==> src/rtl/line_coder_if.sv <==
// line_coder_if: serial bit input and line-symbol output of line_coder.
interface line_coder_if;
   logic       bit_i;
   logic       valid_i;
   logic [1:0] code_o;
   logic       valid_o;
   modport master (output bit_i, valid_i, input code_o, valid_o);
   modport slave (input bit_i, valid_i, output code_o, valid_o);
endinterface

==> src/rtl/line_coder.sv <==
// line_coder: AMI / HDBn line encoder built on an (N+1)-entry tagged delay line.
// Defining LINE_CODER_DISPARITY_EN adds disparity_o, the saturating running pulse balance.
module line_coder #(
   parameter int MODE     = 1,
   parameter int ZERO_RUN = 3
) (
   input  logic              clk_i,
   input  logic              rst_n_i,
   line_coder_if.slave       lc
`ifdef LINE_CODER_DISPARITY_EN
   ,
   output logic signed [7:0] disparity_o
`endif
);
   localparam int N = ZERO_RUN;
   localparam logic [1:0] T_ZERO = 2'd0;
   localparam logic [1:0] T_ONE  = 2'd1;
   localparam logic [1:0] T_B    = 2'd2;
   localparam logic [1:0] T_V    = 2'd3;
   logic [N:0][1:0] win_q, win_d;
   logic [2:0] run_q, run_d;
   logic [3:0] fill_q, fill_d;
   logic [1:0] code_q, code_d;
   logic [1:0] old;
   logic par_q, par_d, pol_q, pol_d, valid_q, valid_d;
   logic sub, full, pulse, pos;
`ifdef LINE_CODER_DISPARITY_EN
   logic signed [7:0] disp_q, disp_d;
`endif
   always_comb begin
      win_d   = win_q;
      run_d   = run_q;
      par_d   = par_q;
      fill_d  = fill_q;
      code_d  = code_q;
      pol_d   = pol_q;
      valid_d = 1'b0;
`ifdef LINE_CODER_DISPARITY_EN
      disp_d  = disp_q;
`endif
      sub   = 1'b0;
      full  = fill_q == 4'(N + 1);
      old   = win_q[N];
      pulse = old != T_ZERO;
      // pol_q = 1 means the last pulse was positive; V repeats it, ONE/B alternate
      pos   = (old == T_V) ? pol_q : ~pol_q;
      if (lc.valid_i) begin
         sub   = (MODE == 1) && !lc.bit_i && run_q == 3'(N);
         win_d = {win_q[N-1:0], lc.bit_i ? T_ONE : T_ZERO};
         if (sub) begin
            win_d[0] = T_V;
            if (!par_q) win_d[N] = T_B;
         end
         run_d  = (MODE == 0 || lc.bit_i || sub) ? 3'd0 : run_q + 3'd1;
         par_d  = sub ? 1'b0 : par_q ^ lc.bit_i;
         fill_d = full ? fill_q : fill_q + 4'd1;
         if (full) begin
            valid_d = 1'b1;
            code_d  = pulse ? (pos ? 2'b01 : 2'b10) : 2'b00;
            pol_d   = pulse ? pos : pol_q;
`ifdef LINE_CODER_DISPARITY_EN
            disp_d  = !pulse ? disp_q :
                      pos ? ((disp_q == 8'sh7f) ? disp_q : disp_q + 8'sd1) :
                            ((disp_q == 8'sh80) ? disp_q : disp_q - 8'sd1);
`endif
         end
      end
   end
   always_ff @(posedge clk_i or negedge rst_n_i) begin
      if (!rst_n_i) begin
         win_q   <= '0;
         run_q   <= '0;
         par_q   <= 1'b0;
         fill_q  <= '0;
         code_q  <= 2'b00;
         pol_q   <= 1'b0;
         valid_q <= 1'b0;
`ifdef LINE_CODER_DISPARITY_EN
         disp_q  <= '0;
`endif
      end else begin
         win_q   <= win_d;
         run_q   <= run_d;
         par_q   <= par_d;
         fill_q  <= fill_d;
         code_q  <= code_d;
         pol_q   <= pol_d;
         valid_q <= valid_d;
`ifdef LINE_CODER_DISPARITY_EN
         disp_q  <= disp_d;
`endif
      end
   end
   assign lc.code_o  = code_q;
   assign lc.valid_o = valid_q;
`ifdef LINE_CODER_DISPARITY_EN
   assign disparity_o = disp_q;
`endif
endmodule
==> src/flat_wrapper.sv <==
// flat-port wrapper written by rule: the top's interface ports become plain ports
module line_coder_flat 
#(
   parameter int MODE     = 1,
   parameter int ZERO_RUN = 3
)
  (clk_i, rst_n_i, lc_bit_i, lc_valid_i, lc_code_o, lc_valid_o);
  line_coder_if lc_i ();
  input  logic clk_i;
  input  logic rst_n_i;
  input wire logic [$bits(lc_i.bit_i)-1:0] lc_bit_i;
  input wire logic [$bits(lc_i.valid_i)-1:0] lc_valid_i;
  output wire logic [$bits(lc_i.code_o)-1:0] lc_code_o;
  output wire logic [$bits(lc_i.valid_o)-1:0] lc_valid_o;
  assign lc_i.bit_i = lc_bit_i;
  assign lc_i.valid_i = lc_valid_i;
  assign lc_code_o = lc_i.code_o;
  assign lc_valid_o = lc_i.valid_o;
  line_coder #(.MODE(MODE), .ZERO_RUN(ZERO_RUN)) u_core (.clk_i(clk_i), .rst_n_i(rst_n_i), .lc(lc_i));
endmodule
==> config.mk <==
export PLATFORM = sky130hd
export DESIGN_NAME = line_coder_flat
export DESIGN_NICKNAME = d
export VERILOG_FILES = /design/src/rtl/line_coder_if.sv /design/src/rtl/line_coder.sv /design/src/flat_wrapper.sv
export SDC_FILE = /design/constraint.sdc
export NUM_CORES = 1
export LEC_CHECK = 0
export BUFFER_PORTS_ARGS = -buffer_cell sky130_fd_sc_hd__buf_2
export CELL_PAD_IN_SITES_DETAIL_PLACEMENT = 1
export CELL_PAD_IN_SITES_GLOBAL_PLACEMENT = 1
export CORE_MARGIN = 8
export CORE_UTILIZATION = 45
export CTS_CLUSTER_DIAMETER = 120
export DETAILED_ROUTE_END_ITERATION = 6
export PLACE_DENSITY = 0.84
export SYNTH_ARGS = -nofsm -noshare
export SYNTH_HDL_FRONTEND = slang
export SYNTH_SLANG_ARGS = --single-unit
==> constraint.sdc <==
create_clock -name clk_i -period 1.6 [get_ports clk_i]
set_input_delay 0.16 -clock clk_i [delete_from_list [all_inputs] [get_ports clk_i]]
set_output_delay 0.16 -clock clk_i [all_outputs]
set_load 0.005 [all_outputs]
==> summary.txt <==
Power
  – Leakage Power: 0.483 nW
  – Net Sw Frac: 0.321
  – Clock power share: 0.165
  – Switching power: 0.436 mW
  – P_int: 0.919 mW
  – Power share of the combinational group: 0.277
  – Sequential power share: 0.558
  – VDD IR max: 0.457 mV
  – Power Total: 1.35 mW
  – PwrDens: 1360 nW/um^2

Finish
  – Multi-input gate area: 357 sq um
  – Fill cells: 224
  – ANT cells: 0
  – Share of layout cells above drive strength 1: 0.211
  – Final core utilization: 0.518
  – Layout net count: 100
  – Synth-to-Final Area Change: 10.4%
  – Sequential Area: 500 sq um

CTS
  – Total CTS buffers: 3
  – Clk buf depth: 2
  – Worst-Skew Late Latency: 290 ps
  – Max H-tree Level: 1
  – Root buffer cell: clkbuf_4
  – Clock sink total: 20
  – CTS tree: built
  – Post-CTS setup buffer count: 0
  – Worst-path clk slew: 100 ps

Floorplan
  – Std cell rows: 16
  – Initial Utilization: 0.469
  – Die Height: 60.7 um
  – DIE AREA: 3690 sq um
  – Core area: 1920 sq um
  – Ports: 7
  – DIE WIDTH: 60.7 um

Yosys
  – Cells after Synth: 81
  – Post-synth EDFFs: 0
  – Post-synthesis sequential area ratio: 0.556
  – Most numerous cell in the Yosys netlist: dfrtp_1
  – Synthesis Warnings: 0
  – Cell Area, Synth: 901 sq um
  – Synthesized flop and latch total: 20
  – Avg Inst Size Synth: 11.1 sq um
  – Ys flop type: dfrtp_1
  – Mapped Nets: 89
  – Fraction of registers with async set/reset: 1.00
  – Synth cell types: 24
  – Commonest cells in the netlist: 20 x dfrtp_1, 8 x inv_1, 7 x mux2_2, 7 x o21ai_0
  – Area contributors post-synth: dfrtp_1 56%, mux2_2 8.8%, ha_1 5.6%
  – Synth top area share: 0.556
  – Synth area leader: dfrtp_1

Setup path
  – CP Cell Sequence: inv_1 -> ha_1 -> nand4b_1 -> inv_2 -> mux2_2
  – WP buf/inv: 2
  – CP top delay family: flip-flops
  – Crit end category: flop
  – Type of origin of the critical path: flop
  – Crit path max fanout: 4
  – CP max stage cell: dfrtp_1
  – Crit path DAT: 1620 ps
  – WP data required: 1780 ps
  – Crit-path max cell delay: 440 ps
  – Setup CP Type: reg2reg

Global route
  – Global-route wire length before repair: 2.68 mm
  – Largest net degree at the start of global routing: 23
  – Grt ovf: 0
  – Vias in the first global route: 639
  – Initial antenna violation count: 0
  – Total track usage: 0.100

Drt
  – Routed via count: 602
  – Vias per Instance: 5.15
  – WL/cell: 13.0 um
  – Initial DRC Count: 6
  – Total Wirelength: 1.52 mm
  – Drt drc: 0
  – Pre-antenna DRT Iters: 4
  – Final ANT Viol Nets: 0

Worst hold path
  – Min-delay worst type: in2reg

Placement
  – RePlAce Congestion: 0.670
  – Hpwl dp: 1.14 mm
  – PortBufs: 6
  – Pre-CTS setup slack: 149 ps

STA
  – Final hold viol count: 0
  – Setup TNS: 0 ps
  – Max-Slew Margin vs Limit: 0.712
  – Max Clk Rate: 692 MHz
  – Final WS setup: 154 ps
  – Worst-Margin Slew: 431 ps
  – Final setup violation count: 0
  – Min cycle time layout: 1450 ps
  – Unrepaired setup endpoints after global routing: false
  – Period utilization: 0.903
  – Final Skew: 5.29 ps
  – Final Max Tran Viols: 0

Run
  – Max-cap violation count: 0

Outcome
  – Status: complete, no violations
-- worst paths after layout --
path                            slack (ps)                         endpoint                             from  cells after the start
worst min register to register         490  u_core.lc.code_o[0]$_DFFE_PN0P_  u_core.lc.code_o[0]$_DFFE_PN0P_                      2
min in group asynchronous              330        u_core.old[1]$_DFFE_PN0P_                          rst_n_i                      2
max in group asynchronous              960  u_core.lc.code_o[0]$_DFFE_PN0P_                          rst_n_i                      2
worst min-delay path                   150         u_core.par_q$_DFFE_PN0P_                         lc_bit_i                      3
worst max-delay path                   150  u_core.lc.code_o[1]$_DFFE_PN0P_     u_core.fill_q[0]$_DFFE_PN0P_                      5
worst max register to register         150  u_core.lc.code_o[1]$_DFFE_PN0P_     u_core.fill_q[0]$_DFFE_PN0P_                      5
-- tightest hold or removal path, cell delays in order --
cell and delay, ps:
buf_2 130, nand2_1 50, o21ai_0 60
-- power by group through the flow --
stage	clock [mW]	sequential, mW	combinational, mW
floorplan	0	0.740	0.278
CTS	0.240	0.759	0.386
detailed placement	0	0.769	0.384
global placement	0	0.753	0.356
global route	0.259	0.776	0.438
finish	0.224	0.756	0.376
-- placed cells by master, fill, tap and decap left out, types with 4 or more instances in the layout --
cell	instances
nand2_1	5
ha_1	4
inv_1	8
buf_2	6
o21ai_0	7
dfrtp_1	20
a21oi_1	4
nor2_1	5
mux2_2	7
-- routing by layer --
layer	share of wire	GRT usage	vias to the layer above
li1	-	-	290
met1	0.42	0.100	298
met2	0.52	0.169	12
met3	0.051	0.0381	2
met4	0.012	0.0664	0
met5	0	0	-
-- sequential cells by signal, indices dropped and copies added, names as in the netlist --
name,count
u_core.win_q,6
u_core.pol_q,1
u_core.lc.valid_o,1
u_core.par_q,1
u_core.fill_q,4
u_core.old,2
u_core.run_q,3
u_core.lc.code_o,2
-- stage by stage --
stage          hold WS [ps]  area [sq um]  cells
2_1_floorplan          -136           901     81
3_3_place_gp            130           962    113
3_5_place_dp            130           962    113
4_1_cts                 144           995    117
5_1_grt                 149           995    117
6_report                155           995    117
-- cell families after synthesis --
family,after synthesis,synth area share
flip-flops,20,0.556
XOR/XNOR,4,0.0389
adder cells (fa/ha/maj),4,0.0556
AO/OA/AOI/OAI,14,0.0861
AND/OR/NAND/NOR,20,0.117
buffers and inverters,11,0.0486
multiplexers,8,0.0986
-- final cells by class --
cell class | count | area share
Multi-Input combinational cell | 50 | 0.358
Inverter | 9 | 0.0340
Clock buffer | 3 | 0.0226
Tap cell | 27 | 0.0340
Sequential cell | 20 | 0.503
Timing Repair Buffer | 8 | 0.0478
-- what timing repair did --
| item | 4_1_cts | 5_1_grt |
|---|---|---|
| hold endpoints to repair | 20 | 0 |
| gates resized for setup | 0 | 0 |
| hold buffers | 1 | 0 |
No activity file was read; power rests on OpenSTA's default activity.
